==> config.mk <==
export PLATFORM = sky130hd
export DESIGN_NAME = gate_sweep_ctrl
export DESIGN_NICKNAME = d
export VERILOG_FILES = /design/src/rtl/gate_sweep_ctrl.sv
export SDC_FILE = /design/constraint.sdc
export NUM_CORES = 1
export LEC_CHECK = 0
export CORE_MARGIN = 3
export CORE_UTILIZATION = 48
export CTS_CLUSTER_DIAMETER = 30
export DETAILED_ROUTE_END_ITERATION = 6
export GPL_TIMING_DRIVEN = 0
export HOLD_SLACK_MARGIN = 0.05
export PLACE_DENSITY = 0.83
export SYNTH_ARGS = -nofsm -noshare
export SYNTH_HDL_FRONTEND = slang
export SYNTH_SLANG_ARGS = --single-unit
==> constraint.sdc <==
create_clock -name clk -period 1.65 [get_ports clk]
set_input_delay 0.4125 -clock clk [delete_from_list [all_inputs] [get_ports clk]]
set_output_delay 0.4125 -clock clk [all_outputs]
set_load 0.1 [all_outputs]
==> src/rtl/gate_sweep_ctrl.sv <==
// Truth-table sweep controller: walks every input vector of an external
// combinational gate, samples its output after a settle time and grades it.
module gate_sweep_ctrl #(
  parameter int N_IN   = 2,
  parameter int SETTLE = 2
) (
  input  logic                 clk,
  input  logic                 rst_n,
  input  logic                 start,
  input  logic                 abort,
  input  logic [2**N_IN-1:0]   expected,
  input  logic                 gate_y,
  output logic [N_IN-1:0]      gate_in,
  output logic                 busy,
  output logic                 done,
  output logic                 pass,
  output logic [2**N_IN-1:0]   table_out,
  output logic [N_IN-1:0]      fail_idx
);

  localparam int NV = 2**N_IN;
  localparam logic [3:0]      CNT_LAST = 4'(SETTLE - 1);
  localparam logic [N_IN-1:0] IDX_LAST = {N_IN{1'b1}};

  typedef enum logic [1:0] {IDLE, DRIVE, DONE} state_t;

  state_t            state_q, state_d;
  logic [N_IN-1:0]   idx_q, idx_d;
  logic [3:0]        cnt_q, cnt_d;
  logic [NV-1:0]     table_q, table_d;
  logic              pass_q, pass_d;
  logic [N_IN-1:0]   fail_q, fail_d;
  logic [NV-1:0]     table_smp;

  // Lowest set bit of the mismatch vector; 0 when there is no mismatch.
  function automatic logic [N_IN-1:0] first_mismatch(input logic [NV-1:0] diff);
    logic [N_IN-1:0] r;
    r = '0;
    for (int i = NV - 1; i >= 0; i--) begin
      if (diff[i]) r = i[N_IN-1:0];
    end
    return r;
  endfunction

  always_comb begin
    state_d   = state_q;
    idx_d     = idx_q;
    cnt_d     = cnt_q;
    table_d   = table_q;
    pass_d    = pass_q;
    fail_d    = fail_q;
    table_smp = table_q;
    table_smp[idx_q] = gate_y;
    case (state_q)
      IDLE: begin
        if (start && !abort) begin
          state_d = DRIVE;
          idx_d   = '0;
          cnt_d   = '0;
          table_d = '0;
          pass_d  = 1'b0;
          fail_d  = '0;
        end
      end
      DRIVE: begin
        if (abort) begin
          // Partial captures are kept for debug; only the verdict is cleared.
          state_d = IDLE;
          pass_d  = 1'b0;
          fail_d  = '0;
        end else if (cnt_q == CNT_LAST) begin
          cnt_d   = '0;
          table_d = table_smp;
          if (idx_q != IDX_LAST) begin
            idx_d = idx_q + 1'b1;
          end else begin
            // Grade against the table including the bit sampled this edge.
            state_d = DONE;
            pass_d  = (table_smp == expected);
            fail_d  = first_mismatch(table_smp ^ expected);
          end
        end else begin
          cnt_d = cnt_q + 1'b1;
        end
      end
      DONE:    state_d = IDLE;
      default: state_d = IDLE;
    endcase
  end

  always_ff @(posedge clk) begin
    if (!rst_n) begin
      state_q <= IDLE;
      idx_q   <= '0;
      cnt_q   <= '0;
      table_q <= '0;
      pass_q  <= 1'b0;
      fail_q  <= '0;
    end else begin
      state_q <= state_d;
      idx_q   <= idx_d;
      cnt_q   <= cnt_d;
      table_q <= table_d;
      pass_q  <= pass_d;
      fail_q  <= fail_d;
    end
  end

  assign gate_in   = (state_q == DRIVE) ? idx_q : '0;
  assign busy      = (state_q == DRIVE);
  assign done      = (state_q == DONE);
  assign pass      = pass_q;
  assign table_out = table_q;
  assign fail_idx  = fail_q;

endmodule

==> summary.txt, run 1 <==
status = completed
Synth Area in Adders = 8.60%
Yosys top cell area share = 34.4%
Slowest cell on crit path = clkdlybuf4s50_1
Crit Path Max Fanout = 5
CP max stage delay = 0.60 ns
Initial Util = 54.2%
I/O Buffers = 19
Worst-Margin Slew = 0.545 ns
wire per inst = 14.2 um
Num Clock Sinks = 15
crit path cell chain = clkdlybuf4s50_1, mux2i_1, xnor2_1, a21oi_1, o22ai_1
First DRT Iteration DRCs = 25
routed via count = 825
commonest non-fill, non-tap cell in the layout = nor2_1
MaxCap Viol Count = 0
PD cells = 555 nW/um2
main combinational cell family by area after synthesis = simple AND/OR/NAND/NOR gates
vias in the first global route = 745
Synth area leader = dfxtp_1
Nets = 143
n_diodes = 0
first-pass GRT wire length = 3.26 mm
highest-count cells in the layout ignoring fill and taps = nor2_1 (11), a21oi_1 (8), dfxtp_2 (8), clkdlybuf4s50_1 (8)
Slew HR = 63.8%
die area = 2370 um2
area grow syn2layout = 44.8%
core area = 1610 um2
fmax = 610 MHz
Synthesized Nets = 115
drt total wl = 2.15 mm
Final setup viols = 0
Initial DRT Pass Iterations = 4
Compound-Gate Fraction of Synth Area = 17.0%
routability cong. = 0.818
initial antenna violation count = 0
main area contributors after synthesis = dfxtp_1 (34%), ha_1 (8.6%), nor2_1 (6.0%), xnor2_1 (6.0%), a21oi_1 (4.6%)
clock latency on the worst-skew pair = 0.28 ns
drt drc = 0
yosys warns = 0
CTS Buf Count = 3
CTS tree = done
critical path arrival = 1.85 ns
period utilization = 99.4%
clock buffer depth = 2
CP required = 1.86 ns
register area share after synthesis = 34.4%
GR Overflow Total = 0
Total GRT Usage = 17.3%
RSZ-0062 raised after global routing = true
Die Wd = 48.7 um
minimum clock period = 1.64 ns
XOR/XNOR Fraction of Synth Area = 8.02%
Top-Level Pins = 20
number of vias per cell = 5.46
final core occ = 78.5%
Clock Tree Root = clkbuf_4
largest net degree at the start of global routing = 10
Avg Inst Size Synth = 8.73 um2
Max VDD drop = 526 uV
Syn Inst Count = 100
startpoint types = primary input
post-synthesis simple-gate area fraction = 21.6%
Setup CP Type = primary input to flip-flop
leakage power = 0.456 nW
CP Capture Type = flip-flop
Clock Skew = 0.00360 ns
Worst-path clk slew = 0.09 ns
mux share of post-synthesis cell area = 5.01%
Buffers & Inverters on Critical Path = 1
Fin Hold WS = 0.488 ns
Max Slew Vio Count = 0
fill cell count = 105
Yosys reg bits = 15
Post-CTS Hold Buffers = 0
synthesized area = 873 um2
Rows = 14
CP delay by family, top = buffers and inverters
Unique masters post-synth = 31
Setup TNS Final = 0 ns
Hold Fails Final Rpt = 0
layout cells sized above 1 = 38.6%
dpl hpwl = 1.39 mm
Hold WC Path Type = flip-flop to flip-flop
chip height = 48.7 um
Post-DRT Antenna Nets = 0
Max H-tree Level = 1
[layout make-up]
class / instances / area (um2) / share of cell area [%]
sequential: 15 / 314 / 24.8
multi-input combinational: 75 / 602 / 47.6
inverter: 9 / 35.0 / 2.77
tap: 24 / 30.0 / 2.37
buffer: 1 / 11.3 / 0.890
clock buffer: 4 / 26.3 / 2.08
timing repair buffer: 23 / 246 / 19.5
[final timing paths]
path | from | to | slack [ns] | depth (start not counted)
worst min-delay path | fail_idx[0]$_SDFFE_PN0P_ | fail_idx[0]$_SDFFE_PN0P_ | 0.49 | 2
worst min register to register | fail_idx[0]$_SDFFE_PN0P_ | fail_idx[0]$_SDFFE_PN0P_ | 0.49 | 2
worst max-delay path | gate_y | fail_idx[0]$_SDFFE_PN0P_ | 0.01 | 5
worst max register to register | idx_q[1]$_SDFFE_PN0P_ | fail_idx[0]$_SDFFE_PN0P_ | 0.06 | 6
[synthesized netlist by cell type (all sizes together)]
master,count
xor2,2
and2b,1
ha,6
nor4b,1
mux2i,4
o22ai,1
clkinv,1
nand2,5
xnor2,6
dfxtp,15
and4bb,1
a211oi,1
o21bai,1
and4,1
a2111oi,1
nor3b,4
a21oi,8
buf,1
nor2,14
inv,8
nand2b,2
o21ai,3
o31ai,5
or2,1
and3,1
nand3,3
nor3,1
o32ai,2
[through the flow]
stage                     area, um2  power [mW]  setup slack [ns]  instances
final                          1260       0.702           0.00955        151
after global placement         1100       0.482            -0.587        143
after global routing           1260       0.748           -0.0463        151
after detailed placement       1100       0.484            -0.590        143
after floorplan                 883       0.444            -0.135        100
after CTS                      1160       0.696           -0.0193        147
[where the power goes]
group          internal [mW]  total [mW]  switching [mW]
clock                 0.0938       0.208           0.115
combinational         0.0527       0.121          0.0683
sequential             0.366       0.372         0.00652
total                  0.512       0.702           0.189
[cell families (layout without fill, tap and decap cells)]
family	after synthesis	after routing
compound gates	22	22
mux	4	4
flops	15	15
xor+xnor	8	8
simple gates	35	35
buf+inv	10	37
fa+ha+maj	6	6
[flip-flops by register name, summed over array words and instances, names as in the netlist]
signal	count
pass	1
idx_q	2
fail_idx	2
table_out	4
state_q	2
cnt_q	4
[tightest hold or removal path: stages (launching register included)]
cell	delay [ns]
dfxtp_1	0.32
inv_1	0.06
o22ai_1	0.06
[timing repair]
item / 4_1_cts / 5_1_grt
cloned: 0 / 0
setup buffers: 0 / 4
resized for setup: 56 / 19
setup endpoints to repair: 12 / 14
pin swaps: 0 / 3
[layer usage]
metal | part of all wire, % | routed length, um | global-route usage [%]
met5 | 0 | 0 | 0
met2 | 47 | 1010 | 27.8
met3 | 5.7 | 123 | 3.37
met1 | 45 | 965 | 22.6
met4 | 2.4 | 51 | 7.11
Power figures use the tool's default switching activity.
==> run 2, diff against run 1 <==
Settings changed: CTS_CLUSTER_DIAMETER 30 to 150.
==> results of run 2 <==
The final DEF is identical to that of run 1; final timing and power are the same.
==> run 3, diff against run 2 <==
Settings changed: REMOVE_ABC_BUFFERS set to 1, TNS_END_PERCENT set to 1.
==> summary.txt, run 3 (synthesis results as in run 1) <==
Nets = 138 (-3.5%)
Max VDD drop = 671 uV (+28%)
drt total wl = 2.12 mm (-1.5%)
CP endpoint = table_out[1]
MaxCap Viol Count = 0 (unchanged)
Setup CP Type = flip-flop to primary output
PD cells = 573 nW/um2 (+3.3%)
routed via count = 811 (-1.7%)
failing checks = setup timing
core area = 1610 um2 (unchanged)
placed insts = 142 (-0.70%)
Top-Level Pins = 20 (unchanged)
Worst-path clk slew = 0.09 ns (about the same)
Sequential Power Share = 53.6% (+0.5 points)
RSZ-0062 raised after global routing = true
largest net degree at the start of global routing = 10 (unchanged)
area grow syn2layout = 39.4%
first-pass GRT wire length = 3.11 mm (-4.5%)
crit path cell chain = clkdlybuf4s18_2
cell-internal power = 0.509 mW (-0.73%)
R2R Path Start = cnt_q[0]$_SDFFE_PN0P_
Initial DRT Pass Iterations = 4 (unchanged)
routability cong. = 0.761 (-7.0%)
layout cells sized above 1 = 32.0% (-6.6 points)
Slew HR = 63.6% (-0.17 points)
Post-CTS Setup Bufs = 0 (unchanged)
Layout Cells excl Fill = 146 (-3.3%)
Num Clock Sinks = 15 (unchanged)
Total GRT Usage = 16.6% (-0.76 points)
Sw Share = 27.1% (+0.12 points)
Sw Pwr = 0.189 mW (-0.13%)
vias in the first global route = 716 (-3.9%)
drt drc = 0 (unchanged)
Die Wd = 48.7 um (unchanged)
Hold Fails Final Rpt = 0 (unchanged)
highest-count cells in the layout ignoring fill and taps = nor2_1 (11), dfxtp_1 (11), a21oi_1 (8), clkdlybuf4s50_1 (8), inv_1 (7)
clock latency on the worst-skew pair = 0.29 ns (about the same)
CP delay by family, top = buffers and inverters
area of the multi-input gates = 621 um2 (+3.1%)
I/O Buffers = 19 (unchanged)
Slowest cell on crit path = clkdlybuf4s18_2
CTS tree = done
Clock Skew = 0.00755 ns (+0.00395 ns)
Buffers & Inverters on Critical Path = 1 (unchanged)
CTS Buf Count = 3 (unchanged)
Clk pwr share = 30.4% (+0.7 points)
wire per inst = 14.5 um (+1.8%)
Worst-Margin Slew = 0.548 ns (+0.00261 ns)
GR Overflow Total = 0 (unchanged)
minimum clock period = 1.66 ns (+0.0164 ns)
Post-DRT Antenna Nets = 0 (unchanged)
status = complete, but fails checks
Final setup viols = 1 (+1)
Final WS setup = -0.00681 ns (-0.0164 ns)
leakage power = 0.434 nW (-4.9%)
clock buffer depth = 2 (unchanged)
Clock Tree Root = clkbuf_4
n_diodes = 0 (unchanged)
CP startpoint = table_out[1]$_SDFFE_PN0P_
fmax = 604 MHz (-0.99%)
period utilization = 100% (+0.99 points)
die area = 2370 um2 (unchanged)
First DRT Iteration DRCs = 16 (-36%)
CP max stage delay = 0.58 ns (-0.02 ns)
startpoint types = flip-flop
Gate power share = 16.0% (-1.2 points)
initial antenna violation count = 0 (unchanged)
chip height = 48.7 um (unchanged)
Initial Util = 54.2% (unchanged)
Max Slew Vio Count = 0 (unchanged)
reg2reg path depth = 5 (-1)
Max H-tree Level = 1 (unchanged)
dpl hpwl = 1.40 mm (+0.98%)
Crit Path Max Fanout = 3 (-2)
critical path arrival = 1.24 ns (-0.61 ns)
Hold WC Path Type = flip-flop to flip-flop
Setup TNS Final = -0.00681 ns (-0.00681 ns)
Fin Hold WS = 0.469 ns (-0.0186 ns)
final core occ = 75.5% (-3.0 points)
CP Capture Type = primary output
Rows = 14 (unchanged)
dpl ws = -0.729 ns (-0.139 ns)
Seq. cell area = 305 um2 (-2.8%)
R2R Path End = table_out[0]$_SDFFE_PN0P_
WP depth = 1 (-4)
fill cell count = 118 (+12%)
CP required = 1.24 ns (-0.62 ns)
R2R Setup Slk = 0.01 ns (-0.05 ns)
number of vias per cell = 5.55 (+1.7%)
==> run 3: cell types whose count changed in the layout (fill, tap and decap cells not counted), moves of 2 or more <==
| cell | previous run | this run |
|---|---|---|
| inv_2 | 2 | 0 |
| buf_2 | 0 | 3 |
| ha_2 | 3 | 1 |
| dfxtp_1 | 6 | 11 |
| dfxtp_2 | 8 | 4 |
| buf_4 | 4 | 1 |
| clkdlybuf4s15_2 | 6 | 3 |
| ha_4 | 0 | 2 |
==> run 3: power groups by stage <==
stage	logic, mW	clock network, mW	registers, mW
floorplan	0.0603	0	0.381
global placement	0.0986	0	0.381
detailed placement	0.100	0	0.381
CTS	0.102	0.220	0.373
global route	0.120	0.237	0.375
finish	0.112	0.212	0.374
==> run 3: layout make-up <==
cell class	count	share of cell area, %
inverters	9	3.08
flip-flops and latches	15	25.1
multi-input cells	75	51.0
well taps	24	2.47
clock buffers	4	2.16
repair buffers	19	16.2
==> run 3: worst reg2reg max path, cell delays in order (launching register included) <==
cell and delay (ns):
dfxtp_1 0.41, ha_1 0.21, nor3b_1 0.31, nor2_2 0.13, o31ai_1 0.34, a21oi_1 0.11
==> run 3: metal layers <==
| metal | GRT usage, % | vias to the layer above | routed length [um] |
|---|---|---|---|
| met1 | 19.6 | 377 | 875 |
| met4 | 5.69 | 0 | 63 |
| met2 | 27.6 | 33 | 1050 |
| met3 | 5.83 | 6 | 130 |
| li1 | - | 395 | - |
| met5 | 0 | - | 0 |
==> run 3: how the worst min path moves through the flow <==
stage / from / to / slack (ns) / cells past startpoint
2_1_floorplan: idx_q[1]$_SDFFE_PN0P_ / idx_q[1]$_SDFFE_PN0P_ / 0.49 / 2
3_3_place_gp: fail_idx[0]$_SDFFE_PN0P_ / fail_idx[0]$_SDFFE_PN0P_ / 0.44 / 2
3_5_place_dp: fail_idx[0]$_SDFFE_PN0P_ / fail_idx[0]$_SDFFE_PN0P_ / 0.44 / 2
4_1_cts: fail_idx[0]$_SDFFE_PN0P_ / fail_idx[0]$_SDFFE_PN0P_ / 0.46 / 2
5_1_grt: fail_idx[0]$_SDFFE_PN0P_ / fail_idx[0]$_SDFFE_PN0P_ / 0.49 / 2
6_report: fail_idx[0]$_SDFFE_PN0P_ / fail_idx[0]$_SDFFE_PN0P_ / 0.47 / 2
==> run 3: timing repair <==
| item | 4_1_cts | 5_1_grt |
|---|---|---|
| gates resized for setup | 52 | 32 |
| pin swaps | 0 | 2 |
| gates cloned | 0 | 0 |
| hold buffers | 0 | 0 |
| setup endpoints to repair | 13 | 17 |
==> run 3: per-stage QoR <==
step                area, um2  power (mW)
global placement         1080       0.480
CTS                      1120       0.694
detailed placement       1080       0.482
finish                   1220       0.698
floorplan                 862       0.441
global route             1220       0.732
